[src/rtl/fetch_pkg.sv]
// Shared types and defaults for the instruction fetch queue: FSM state,
// queue entry layout, and the default depth / reset PC.
package fetch_pkg;

    typedef enum logic {
        ST_RUN   = 1'b0,
        ST_DRAIN = 1'b1
    } fetch_state_e;

    typedef struct packed {
        logic [31:0] pc;
        logic [31:0] instr;
    } fetch_entry_t;

    localparam int unsigned  DEFAULT_DEPTH    = 4;
    localparam logic [31:0]  DEFAULT_RESET_PC = 32'h0000_0000;

endpackage

[src/rtl/fetch_fifo.sv]
// Circular entry store for fetched instructions. The head is visible
// combinationally; flush empties the queue and wins over push and pop.
module fetch_fifo
    import fetch_pkg::*;
#(
    parameter int unsigned DEPTH = DEFAULT_DEPTH
) (
    input  logic                         clk,
    input  logic                         reset,
    input  logic                         flush,
    input  logic                         push,
    input  fetch_entry_t                 push_entry,
    input  logic                         pop,
    output logic                         head_valid,
    output fetch_entry_t                 head_entry,
    output logic [$clog2(DEPTH+1)-1:0]   count
);

    localparam int PW = $clog2(DEPTH);
    localparam int CW = $clog2(DEPTH+1);

    fetch_entry_t entries_q [DEPTH];

    logic [PW-1:0] wr_ptr_q, wr_ptr_d;
    logic [PW-1:0] rd_ptr_q, rd_ptr_d;
    logic [CW-1:0] count_q,  count_d;

    always_comb begin
        wr_ptr_d = wr_ptr_q;
        rd_ptr_d = rd_ptr_q;
        count_d  = count_q;
        if (flush) begin
            wr_ptr_d = '0;
            rd_ptr_d = '0;
            count_d  = '0;
        end else begin
            // DEPTH is a power of two, so the pointers wrap naturally
            if (push) wr_ptr_d = wr_ptr_q + PW'(1);
            if (pop)  rd_ptr_d = rd_ptr_q + PW'(1);
            count_d = count_q + CW'(push) - CW'(pop);
        end
    end

    always_ff @(posedge clk or negedge reset) begin
        if (!reset) begin
            wr_ptr_q <= '0;
            rd_ptr_q <= '0;
            count_q  <= '0;
        end else begin
            wr_ptr_q <= wr_ptr_d;
            rd_ptr_q <= rd_ptr_d;
            count_q  <= count_d;
        end
    end

    always_ff @(posedge clk) begin
        if (push && !flush) entries_q[wr_ptr_q] <= push_entry;
    end

    assign head_valid = (count_q != '0);
    assign head_entry = entries_q[rd_ptr_q];
    assign count      = count_q;

endmodule

[src/rtl/instr_fetch_queue.sv]
// Instruction fetch unit: single-outstanding memory requester feeding a
// small queue, with redirect handling and a DRAIN state for in-flight reads.
module instr_fetch_queue #(
    parameter int unsigned DEPTH    = fetch_pkg::DEFAULT_DEPTH,
    parameter logic [31:0] RESET_PC = fetch_pkg::DEFAULT_RESET_PC
) (
    input  logic                         clk,
    input  logic                         reset,
    input  logic                         redirect_valid,
    input  logic [31:0]                  redirect_pc,
    output logic                         imem_req,
    output logic [31:0]                  imem_addr,
    input  logic                         imem_ack,
    input  logic [31:0]                  imem_rdata,
    input  logic                         if_ready,
    output logic                         if_valid,
    output logic [31:0]                  if_pc,
    output logic [31:0]                  if_pc4,
    output logic [31:0]                  if_instr,
    output logic [$clog2(DEPTH+1)-1:0]   count
);

    import fetch_pkg::*;

    localparam int CW = $clog2(DEPTH+1);

    fetch_state_e state_q, state_d;
    logic         req_q, req_d;
    logic [31:0]  addr_q, addr_d;
    logic [31:0]  fetch_pc_q, fetch_pc_d;

    logic         ack_take, push, pop, flush, has_space, issue;
    logic         head_valid;
    fetch_entry_t push_entry, head_entry;

    always_ff @(posedge clk or negedge reset) begin
        if (!reset) state_q <= ST_RUN;
        else        state_q <= state_d;
    end

    always_comb begin
        state_d = state_q;
        case (state_q)
            ST_RUN:   if (redirect_valid && req_q && !imem_ack) state_d = ST_DRAIN;
            ST_DRAIN: if (imem_ack) state_d = ST_RUN;
            default:  state_d = ST_RUN;
        endcase
    end

    always_comb begin
        ack_take  = req_q & imem_ack;
        flush     = redirect_valid;
        pop       = head_valid & if_ready & ~redirect_valid;
        push      = (state_q == ST_RUN) & ack_take & ~redirect_valid;
        // an outstanding request always has a slot reserved, so no push can overflow
        has_space = (count < CW'(DEPTH)) | pop;
        issue     = (state_q == ST_RUN) & ~req_q & (has_space | redirect_valid);
    end

    always_comb begin
        fetch_pc_d = fetch_pc_q;
        req_d      = req_q;
        addr_d     = addr_q;
        if (redirect_valid)
            fetch_pc_d = redirect_pc;
        else if (push)
            fetch_pc_d = fetch_pc_q + 32'd4;
        if (ack_take) begin
            req_d = 1'b0;
        end else if (issue) begin
            req_d  = 1'b1;
            addr_d = fetch_pc_d;
        end
    end

    always_ff @(posedge clk or negedge reset) begin
        if (!reset) begin
            fetch_pc_q <= RESET_PC;
            req_q      <= 1'b0;
            addr_q     <= '0;
        end else begin
            fetch_pc_q <= fetch_pc_d;
            req_q      <= req_d;
            addr_q     <= addr_d;
        end
    end

    assign push_entry = '{pc: fetch_pc_q, instr: imem_rdata};

    fetch_fifo #(.DEPTH(DEPTH)) u_fifo (
        .clk        (clk),
        .reset      (reset),
        .flush      (flush),
        .push       (push),
        .push_entry (push_entry),
        .pop        (pop),
        .head_valid (head_valid),
        .head_entry (head_entry),
        .count      (count)
    );

    assign imem_req  = req_q;
    assign imem_addr = addr_q;
    assign if_valid  = head_valid;
    assign if_pc     = head_valid ? head_entry.pc          : 32'd0;
    assign if_pc4    = head_valid ? head_entry.pc + 32'd4  : 32'd0;
    assign if_instr  = head_valid ? head_entry.instr       : 32'd0;

endmodule

[config.mk]
export PLATFORM = sky130hd
export DESIGN_NAME = instr_fetch_queue
export DESIGN_NICKNAME = d
export VERILOG_FILES = /design/src/rtl/fetch_pkg.sv /design/src/rtl/fetch_fifo.sv /design/src/rtl/instr_fetch_queue.sv
export SDC_FILE = /design/constraint.sdc
export NUM_CORES = 1
export LEC_CHECK = 0
export ABC_AREA = 1
export BUFFER_PORTS_ARGS = -buffer_cell sky130_fd_sc_hd__buf_2
export CORE_AREA = 4 4 166 209
export CTS_CLUSTER_SIZE = 40
export DETAILED_ROUTE_END_ITERATION = 8
export DIE_AREA = 0 0 170 213
export PLACE_DENSITY = 0.73
export SYNTH_ARGS = -nofsm -noshare
export SYNTH_HDL_FRONTEND = slang
export SYNTH_HIERARCHICAL = 1
export SYNTH_SLANG_ARGS = --single-unit
[constraint.sdc]
create_clock -name clk -period 4.5 [get_ports clk]
set_input_delay 0.45 -clock clk [delete_from_list [all_inputs] [get_ports clk]]
set_output_delay 0.45 -clock clk [all_outputs]
set_load 0.03 [all_outputs]
Word level (Yosys, flattened, before mapping)
Memory sizes are Yosys's and may differ from the RTL's.
Cells that the tools add are included.
W data, S select, Z words.
{"block": "word_totals", "ff_bits": 73, "ram_bits": 256, "inputBits": 69, "output_inout_bits": 133, "elab_cells": 55, "mem_count": 1}
{"name": "u_fifo.entries_q", "depth": 4, "width": 64, "read_ports": 1, "rd_clocked_by_memory_dff": 0, "wr": 1, "line": "fetch_fifo.sv:22", "source": "fetch_entry_t entries_q [DEPTH];"}
{"block": "op_classes", "addsub": 6, "order_cmp": 1, "muxes": 17, "n_bitwise": 13, "n_reduce_logical": 10}
{"cell": "$mux W32", "n": 5}
{"cell": "$add A32 B3 Y32 const B", "n": 2}
{"cell": "$mux W2", "n": 4}
{"cell": "$and A1 B1 Y1", "n": 7}
{"cell": "$mux W1", "n": 6}
{"cell": "$reduce_bool A2 Y1", "n": 3}
{"cell": "$add A2 B1 Y2 const B", "n": 2}
{"cell": "$not A1 Y1", "n": 4}
{"cell": "$add A3 B1 Y3", "n": 1}
{"cell": "$logic_and A1 B1 Y1", "n": 3}
{"cell": "$lt A3 B3 Y1 const B", "n": 1}
{"cell": "$mux W3", "n": 1}
{"cell": "$reduce_bool A3 Y1", "n": 1}
{"cell": "$sub A3 B1 Y3", "n": 1}
{"cell": "$logic_not A1 Y1", "n": 2}
{"cell": "$or A1 B1 Y1", "n": 2}
{"cell": "$pmux W1 S2", "n": 1}
{"cell": "$reduce_and A2 Y1", "n": 1}

Longest topological paths before layout
Gate-level depths: netlist (run 1).
{"block": "depth", "word_depth": 8, "ltp_mapped": 17, "mapped_depth_nobuf": 15}

Modules after synthesis
Netlist (run 1), hierarchy kept.
{"mod": "fetch_fifo", "instances": 1, "cells_each": 799, "area_per_inst_um2": 10655.2, "seq_area_each_um2": 7862.5}
{"mod": "instr_fetch_queue", "instances": 1, "cells_each": 774, "area_per_inst_um2": 4897.2, "seq_area_each_um2": 1651.6}

Least setup slack after synthesis (run 1)
Ideal clock, no wire load.
{"block": "synth_timing", "path_kind": "register -> register", "startpoint": "register req_q (netlist: imem_req)", "endpoint": "memory u_fifo/entries_q[0][0] (netlist bit), enable pin", "setup_ns": 0.486, "t_arrival_ns": 3.785, "required_time_ns": 4.014, "slack_ns": 0.229, "stages_incl_launch_ff": 6, "path_buffers": 1, "synth_period_minus_slack_ns": 4.271, "cell_sequence": "dfrtp_1 > nand2_2 > nor2_8 > buf_8 > nand2_1 > nor2_1"}
{"block": "synth_via", "elab_chain_cells": 6}
{"element": "start: declaration", "line": "instr_fetch_queue.sv:28", "source": "logic req_q, req_d;"}
{"element": "start signal: assignment", "line": "instr_fetch_queue.sv:83", "source": "req_q <= req_d;"}
{"element": "$and A1 B1 Y1", "line": "instr_fetch_queue.sv:51", "source": "ack_take = req_q & imem_ack;"}
{"element": "$and A1 B1 Y1 (2 in series)", "line": "instr_fetch_queue.sv:54", "source": "push = (state_q == ST_RUN) & ack_take & ~redirect_valid;"}
{"element": "named net push", "line": "instr_fetch_queue.sv:32", "source": "logic ack_take, push, pop, flush, has_space, issue;"}
{"element": "$logic_and A1 B1 Y1", "line": "fetch_fifo.sv:57", "source": "if (push && !flush) entries_q[wr_ptr_q] <= push_entry;"}
{"element": "$mux W1", "line": "fetch_fifo.sv:57"}
{"element": "$mux W1 (not written as such)", "line": "fetch_fifo.sv:57"}
{"element": "end: declaration", "line": "fetch_fifo.sv:22"}
The timed path passes the listed nets, and every way through them passes these cells.

==> run metrics, run 1 <==
Avg Synthesized Cell Area 9.887 sq um; maxcap violations 0; Clock Tree Root clkbuf_16; share of cells above drive strength 1 18.01%; Ports 202; Row Count 74; first-pass GRT wire length 56610 um; relative slew slack 28.46%; WS Path Type flop to output port; clock skew 0.01187 ns; sequential area share after synthesis 61.17%; max-slew violation count 0; top post-synthesis cells by area edfxtp_1 (49%), dfrtp_1 (12%), nand2_1 (11%); 1st-pass router iterations 5; grt total ovfl 0; cell depth of the worst flop-to-flop path 5; wirelength, routed 36200 um; Peak VDD IR 0.5380 mV; Synth area leader edfxtp_1; Core Area 32500 sq um; CTS tree yes; RSZ-0062 raised after global routing false; fin nets 1830; Max FO, Critical Path 141; Routed Antenna Nets 0; Vias/cell 5.131; R2R setup slack 2.00 ns; DRC viols 0; Sum Neg Setup Slack 0 ns; Reg clk slew, reported paths 0.06 ns; Clk Latency, worst-skew pair 0.56 ns; GRT Total Usage 19.67%; Req. time, crit path 4.05 ns; Die Span Y 213 um; H-tree Lvls 1; area fraction of the dominant cell type after synthesis 49.43%; port buffer count 201; Worst Setup SP u_fifo/rd_ptr_q[0]; area grow syn2layout 14.11%; vias in the first global route 10.96k; Crit path max-delay family simple AND/OR/NAND/NOR gates; largest net degree at the start of global routing 142; YS warnings 6; Fin. Hold Viols 0; final core occ 54.61%; Starting Density 47.86%; terminus of the critical flop-to-flop path u_fifo/entries_q[2][4]; startpoint types flop; Seq cells post-synth 329; fillers 2770; Worst Path Buf+Inv 4; CP dominant cell by count nand2_1; via count 11.26k; Fmax 247.0 MHz; syn nets 1651; die width 170 um; hpwl dp 23920 um; PostCTS Resize Cnt 0; Setup crit end if_pc4[16]; Final Critical Period 4.049 ns; number of distinct library cells after synthesis 45; Syn Inst Count 1573; Pleak 8.272 nW; gpl congestion 0.9047; worst reg2reg startpoint imem_req; status finished clean; Setup crit end kind output port; clk sinks 329; final-report setup violation count 0; die area 36210 sq um; Clock Path Buffers 3; Arrival @ worst endpoint 3.60 ns; antenna diode count 0; Netlist Area Pre-Place 15550 sq um; CTS buffer count 31; period utilization 89.97%; Slew @ Worst Pin 1.073 ns; Cell Chain, Critical Path inv_6 -> o211ai_1 -> nand2_1 -> ha_1 -> nand2_1 -> inv_2 -> nand2_2 -> nor2_2 -> nand2_1 -> nor2_1 -> inv_2 -> nor2_2 -> nor2_1 -> nor3b_1 -> buf_2; initial antenna violation count 0; Largest stage delay, worst path 0.64 ns; WP depth 15; CP max-delay cell inv_6; DRT iter0 DRCs 985; PD cells 587.8 nW/um^2; routed len/inst 16.49 um; Hold Crit Class input port to flop
## cells by family after synthesis
family	count (synthesis)	share of synthesized area [%]
AOI/OAI and AO/OA	188	8.504
xor gates and xnor gates	19	1.070
adders and majority gates	9	0.7724
buffers and inverters	339	9.767
DFF	329	61.17
and+or+nand+nor	689	18.71
## stage by stage
step / area, sq um / worst slack, ns / total power [mW] / instances / hold slack, ns
floorplan: 15550 / 0.2286 / 6.804 / 1573 / 0.1544
global placement: 16760 / 1.107 / 8.014 / 2136 / 0.4409
detailed placement: 16760 / 1.055 / 8.053 / 2136 / 0.4461
CTS: 17750 / 0.4548 / 10.51 / 2195 / 0.08574
global route: 17750 / 0.1083 / 11.01 / 2195 / 0.08743
finish: 17750 / 0.4513 / 10.43 / 2195 / 0.09912
## layout make-up
cell class / count / area [sq um] / area share [%]
Clock buffer: 43 / 894.6 / 5.041
Clock inverter: 15 / 82.58 / 0.4653
Inverter: 270 / 1018 / 5.739
Multi-Input combinational cell: 905 / 4549 / 25.63
Sequential cell: 329 / 9515 / 53.62
Tap cell: 418 / 523.0 / 2.947
Timing Repair Buffer: 215 / 1164 / 6.557
## worst min path at each step
stage / endpoint / depth (start not counted) / startpoint
detailed placement: imem_addr[25] / 1 / reset
CTS: u_fifo/entries_q[0][21] / 1 / imem_rdata[21]
floorplan: fetch_pc_q[0] / 0 / reset
global placement: imem_addr[27] / 1 / reset
finish: u_fifo/entries_q[0][21] / 1 / imem_rdata[21]
global route: u_fifo/entries_q[2][24] / 1 / imem_rdata[24]
## metal layers
layer  wire length, um  vias up  track usage (%)
li1                  -     5521                -
met1             15240     5236            26.42
met2             17150      424            32.92
met3              2622       82            2.741
met4              1190        0            7.135
met5                 0        -                0
## flip-flops by register name, indices dropped and copies added (netlist names)
name and count:
imem_addr 32, u_fifo/count 3, state_q 1, fetch_pc_q 32, u_fifo/entries_q 256, u_fifo/rd_ptr_q 2, imem_req 1, u_fifo/wr_ptr_q 2
## cell usage after synthesis (all sizes together)
| cell type | instances |
|---|---|
| nand2 | 473 |
| inv | 270 |
| edfxtp | 256 |
| o211ai | 130 |
| nor2 | 101 |
| dfrtp | 73 |
| nand3 | 57 |
| buf | 50 |
| nand4 | 20 |
| o21ai | 20 |
| clkbuf | 19 |
| nor3 | 16 |
| a21oi | 15 |
| xor2 | 15 |
| or2 | 13 |
| a21boi | 8 |
| a31oi | 8 |
| ha | 8 |
| and2 | 6 |
| xnor2 | 4 |
| nand3b | 2 |
| o21bai | 2 |
| a211oi | 1 |
| a21o | 1 |
| a2bb2oi | 1 |
| fa | 1 |
| nor3b | 1 |
| o21a | 1 |
| o31ai | 1 |
## power breakdown
group	total [mW]	internal (mW)	leakage [nW]	switching (mW)
sequential	3.73	3.54	3.19	0.188
clock	2.46	1.39	0.500	1.07
combinational	4.24	1.04	4.59	3.20
## layout by cell type (no fill, tap or decap), types with 13 or more instances in the layout
master     Yosys  final
nand2_1      466    466
inv_1        261    260
edfxtp_1     256    256
buf_2         19    201
o211ai_1     130    130
nor2_1        88     84
dfrtp_1       73     72
nand3_1       55     55
clkbuf_16      0     33
nand4_1       20     20
xor2_1        15     15
a21oi_1       15     15
nor3_1        15     15
o21ai_0       14     14
or2_2         13     13
clkinv_2       0     13
## repair_timing
| action | in CTS | in global routing |
|---|---|---|
| endpoints found under the hold margin | 20 | 0 |
| hold buffers | 1 | 0 |
| buffers inserted | 0 | 0 |
No activity file was read; power rests on OpenSTA's default activity.
==> inputs of run 2 (changes only) <==
--- a/config.mk
+++ b/config.mk
@@ -8,9 +8,10 @@
 export ABC_AREA = 1
 export BUFFER_PORTS_ARGS = -buffer_cell sky130_fd_sc_hd__buf_2
-export CORE_AREA = 4 4 166 209
+export CORE_AREA = 4 4 152 191
 export CTS_CLUSTER_SIZE = 40
 export DETAILED_ROUTE_END_ITERATION = 8
-export DIE_AREA = 0 0 170 213
-export PLACE_DENSITY = 0.73
+export DIE_AREA = 0 0 156 195
+export PLACE_DENSITY = 0.84
+export REMOVE_ABC_BUFFERS = 1
 export SYNTH_ARGS = -nofsm -noshare
 export SYNTH_HDL_FRONTEND = slang
==> constraint.sdc (replaced) <==
create_clock -name clk -period 4.5 [get_ports clk]
set_input_delay 0 -clock clk [delete_from_list [all_inputs] [get_ports clk]]
set_output_delay 0 -clock clk [all_outputs]
set_load 0.03 [all_outputs]
==> run 2 against run 1 <==
  * Die area is 16% lower
  * Critical endpoint is now if_pc4[20]
  * Utilization rose by 13 points
  * Power rose by 0.58%
  * Cell count about the same
  * Sequential share of layout area decreased by 1.7 points
  * Fmax is 3.6% higher
  * Routed wire length is 3.0% higher
  * Non-clock buffer count increased by 70
  * Clock-buffer cell count fell by 3
  * Worst setup slack better by 0.14 ns
==> run metrics, run 2 (same netlist as run 1, synthesis figures left out) <==
Largest stage delay, worst path 0.68 ns; Cell Chain, Critical Path inv_6 -> buf_4 -> nand2_1 -> o211ai_1 -> nand2_1 -> nand2_2 -> nor2_2 -> nand2_1 -> inv_1 -> nand4_1 -> nor2_1 -> nor3_1 -> buf_2; vias in the first global route 11.55k; Starting Density 56.95%; Routed Antenna Nets 0; multi-input combinational cell area 4549 sq um; Clock Tree Root clkbuf_16; relative slew slack 33.63%; area grow syn2layout 17.96%; Arrival @ worst endpoint 3.91 ns; grt total ovfl 0; gpl congestion 0.9262; worst setup margin 0.5908 ns; Fin. Hold Viols 0; Clk Latency, worst-skew pair 0.55 ns; 1st-pass router iterations 7; CP dominant cell by count nand2_1; Clock Path Buffers 3; CTS tree yes; Die Span Y 195 um; Final Critical Period 3.909 ns; antenna diode count 0; Ports 202; hpwl dp 24200 um; max-slew violation count 0; die area 30420 sq um; clk sinks 329; Reg clk slew, reported paths 0.06 ns; WS Path Type flop to output port; worst reg2reg startpoint imem_req; Req. time, crit path 4.50 ns; CP max-delay cell inv_6; Row Count 68; maxcap violations 0; Worst Path Buf+Inv 4; final-report setup violation count 0; Setup crit end kind output port; terminus of the critical flop-to-flop path u_fifo/entries_q[3][24]; Pleak 8.545 nW; fillers 2003; max reg flops 256; GRT Total Usage 24.11%; clock skew 0.01040 ns; Core Area 27310 sq um; port buffer count 201; largest register by flop count u_fifo/entries_q; H-tree Lvls 1; startpoint types flop; largest net degree at the start of global routing 152; leading cell type in the layout, fill and taps excluded nand2_1; pre-CTS setup slack 1.315 ns; Peak VDD IR 0.4090 mV; fin nets 1900; share of cells above drive strength 1 17.23%; Sum Neg Setup Slack 0 ns; initial antenna violation count 0; PD cells 571.9 nW/um^2; RSZ-0062 raised after global routing false; Reg area 9515 sq um; via count 11.77k; Crit path max-delay family buffers and inverters; CTS buffer count 31; cell depth of the worst flop-to-flop path 5; period utilization 86.87%; R2R setup slack 1.85 ns; status finished clean; first-pass GRT wire length 58840 um; wirelength, routed 37290 um; Vias/cell 5.359; Max FO, Critical Path 151; Hold Crit Class input port to asynchronous set/reset pin; Slew @ Worst Pin 0.9955 ns; DRT iter0 DRCs 995; die width 156 um; commonest cells after routing, fill and taps aside nand2_1 (466), inv_1 (260), edfxtp_1 (256); Fmax 255.8 MHz; DRC viols 0; routed len/inst 16.98 um
run 2: how the worst max path moves through the flow:
stage	slack, ns	cells past startpoint	endpoint	from
after floorplan	0.17	14	if_pc4[16]	u_fifo/rd_ptr_q[0]
after global placement	1.38	14	if_pc4[16]	u_fifo/rd_ptr_q[0]
after detailed placement	1.31	14	if_pc4[16]	u_fifo/rd_ptr_q[0]
after CTS	0.65	13	if_pc4[20]	u_fifo/rd_ptr_q[0]
after global routing	0.31	13	if_pc4[20]	u_fifo/rd_ptr_q[0]
final	0.59	13	if_pc4[20]	u_fifo/rd_ptr_q[0]
run 2: stage by stage:
step | power (mW) | area [sq um] | std cells | hold slack, ns | utilization (%)
after detailed placement | 8.002 | 16690 | 2071 | 0.1872 | 61.10
final | 10.49 | 18350 | 2196 | 0.1183 | 67.17
after CTS | 10.52 | 18350 | 2196 | 0.1436 | 67.17
after global routing | 11.03 | 18350 | 2196 | 0.2116 | 67.17
after floorplan | 6.620 | 15050 | 1504 | -0.2956 | -
after global placement | 7.946 | 16690 | 2071 | 0.1869 | 61.10
run 2: metal layers:
layer | track usage, % | up-vias | routed length, um | part of all wire [%]
met5 | 0 | - | 0 | 0
met4 | 8.725 | 0 | 1277 | 3.4
met3 | 3.370 | 84 | 2897 | 7.8
met2 | 42.42 | 507 | 18960 | 51
met1 | 30.32 | 5521 | 14160 | 38
li1 | - | 5657 | - | -
run 2: timing repair:
item,in CTS,in global routing
gates resized for setup,0,0
endpoints found under the setup margin,0,0
buffers inserted,0,0
hold endpoints to repair,272,0
hold buffers,68,0
run 2: where the power goes:
part / switching [mW] / internal [mW] / leakage [nW]
combinational: 3.22 / 1.06 / 4.88
sequential: 0.184 / 3.54 / 3.19
clock: 1.08 / 1.39 / 0.481
total: 4.49 / 6.00 / 8.55
run 2: layout make-up:
class / instances / area share [%]
sequential: 329 / 51.87
multi-input combinational: 905 / 24.80
timing repair buffer: 285 / 10.07
inverter: 270 / 5.552
clock buffer: 40 / 4.638
tap: 350 / 2.387
clock inverter: 17 / 0.6889
==> inputs of run 3 (changes only) <==
Settings changed: ABC_AREA 1 to default, CORE_AREA 4 4 152 191 to 4 4 147 184, DIE_AREA 0 0 156 195 to 0 0 151 188, PLACE_DENSITY 0.84 to 0.83.
==> run 3 against run 2 <==
  * Cell count down 32%
  * Final area decreased by 6.7%
  * Sequential share of layout area rose by 3.8 points
  * Via count shrank 28%
  * Sequential power grew 1%
  * Non-clock buffer count down 11
  * Routed wire length is 20% lower
==> run metrics, run 3 <==
hpwl dp 18350 um; Netlist Area Pre-Place 14180 sq um; R2R setup slack 1.65 ns; Req. time, crit path 4.50 ns; via count 8453; CP dominant cell by count nand4_1; Die Span Y 188 um; share of cells above drive strength 1 31.19%; Setup crit end kind output port; 1st-pass router iterations 5; DRT iter0 DRCs 428; commonest cells after routing, fill and taps aside edfxtp_1 (256), buf_2 (200), and2_1 (86); wirelength, routed 29770 um; setup bufs post-CTS 0; Ports 202; Fin. Hold Viols 0; multi-input combinational cell area 4343 sq um; port buffer count 201; Routed Antenna Nets 0; Sum Neg Setup Slack 0 ns; CTS tree yes; Max FO, Critical Path 42; YS warnings 6; GRT Total Usage 21.48%; Synth Flop Type edfxtp_1; cts hold-fix bufs 67; Largest stage delay, worst path 0.97 ns; max reg flops 256; routed len/inst 19.82 um; RSZ-0062 raised after global routing false; Clock Tree Root clkbuf_16; H-tree Lvls 1; Reg clk slew, reported paths 0.06 ns; count leader, synth edfxtp_1; sequential area share after synthesis 67.08%; initial antenna violation count 0; PD cells 552.4 nW/um^2; Reg area 9519 sq um; Core Area 25210 sq um; final core occ 67.87%; DRC viols 0; largest net degree at the start of global routing 96; Starting Density 56.25%; top cells by count, synth edfxtp_1 (256), and2_1 (90), dfrtp_1 (73); final-report setup violation count 0; status finished clean; Synth area leader edfxtp_1; Seq cells post-synth 329; Clock Path Buffers 3; Fmax 250.8 MHz; largest register by flop count u_fifo/entries_q; gpl congestion 0.8827; Cell Chain, Critical Path buf_4 -> mux4_2 -> nand4_1 -> nor4_1 -> nand4_1 -> xnor2_1 -> and2_1 -> buf_2; CTS buffer count 31; PostCTS Resize Cnt 0; Peak VDD IR 0.5375 mV; max-slew violation count 0; Slew @ Worst Pin 1.019 ns; fillers 1694; startpoint types flop; Syn Inst Count 880; EDFF count, synth 256; Avg Synthesized Cell Area 16.12 sq um; Hold Crit Class input port to flop; antenna diode count 0; Final Critical Period 3.987 ns; clk sinks 329; Pleak 6.423 nW; grt total ovfl 0; Arrival @ worst endpoint 3.99 ns; area fraction of the dominant cell type after synthesis 54.20%; vias in the first global route 9018; Placed Area 15430 sq um; CP max-delay cell dfrtp_4; maxcap violations 0; fin nets 1220; total power draw 9.451 mW; WS Path Type flop to output port; top post-synthesis cells by area edfxtp_1 (54%), dfrtp_1 (13%), mux4_2 (10%); die width 151 um; area grow syn2layout 20.64%; Vias/cell 5.628; first-pass GRT wire length 47930 um; Clk Latency, worst-skew pair 0.55 ns; period utilization 88.60%; die area 28390 sq um; Row Count 65; number of distinct library cells after synthesis 57; leading cell type in the layout, fill and taps excluded edfxtp_1; relative slew slack 31.52%; Synth async-reset ratio 22.19%; final instance area 17110 sq um; clock skew 0.009537 ns
[run 3: changes by cell type after synthesis, sizes merged, moves of 25 or more]
cell,delta
xnor2,+25
and2,+85
nor2,-81
inv,-249
mux4,+64
nand3,-33
buf,-30
nand2,-406
o211ai,-127
[run 3: layout make-up]
class                      count  area share, %
multi-input combinational    485          25.38
inverter                      21         0.4607
clock buffer                  36          4.643
timing repair buffer         274          10.15
clock inverter                22          1.280
tap                          335          2.450
sequential                   329          55.63
[run 3: final timing paths]
kind / from / endpoint / cells past startpoint
worst max register to register: imem_req / u_fifo/entries_q[1][30] / 4
worst min register to register: imem_addr[14] / imem_addr[14] / 2
max in group asynchronous: reset / u_fifo/rd_ptr_q[0] / 2
worst max-delay path: u_fifo/rd_ptr_q[0] / if_pc4[27] / 8
min in group asynchronous: reset / imem_addr[24] / 2
worst min-delay path: if_ready / u_fifo/rd_ptr_q[1] / 5
[run 3: per-layer routing]
metal,up-vias,routed length (um),track usage [%]
met3,69,1528,2.756
met5,-,0,0
li1,3875,-,-
met2,277,15460,37.37
met1,4232,11810,27.84
met4,0,974,7.397
[run 3: critical path: cells and delay by family (launching register included)]
family | cells | cell delay, ns
and+or+nand+nor | 4 | 1.07
DFF | 1 | 0.97
xor gates and xnor gates | 1 | 0.18
buffers and inverters | 2 | 0.76
muxes | 1 | 0.42
[run 3: report_power, final]
group	switching [mW]	leakage [nW]	internal [mW]
logic	2.08	2.73	1.04
clock network	1.06	0.493	1.49
registers	0.236	3.20	3.54
total	3.38	6.42	6.08
[run 3: cell families after synthesis]
group	synth area share, %
adders and majority gates	0.8470
AOI/OAI and AO/OA	2.991
and+or+nand+nor	11.33
buffers and inverters	2.541
muxes	11.96
xor gates and xnor gates	3.247
DFF	67.08
[run 3: stage by stage]
stage | instances | hold WS, ns | worst slack (ns)
5_1_grt | 1502 | 0.07931 | 0.06076
3_5_place_dp | 1377 | 0.1940 | 0.9986
3_3_place_gp | 1377 | 0.1898 | 1.024
2_1_floorplan | 835 | -0.2956 | -0.4360
4_1_cts | 1502 | 0.02735 | 0.3887
6_report | 1502 | 0.05956 | 0.5128
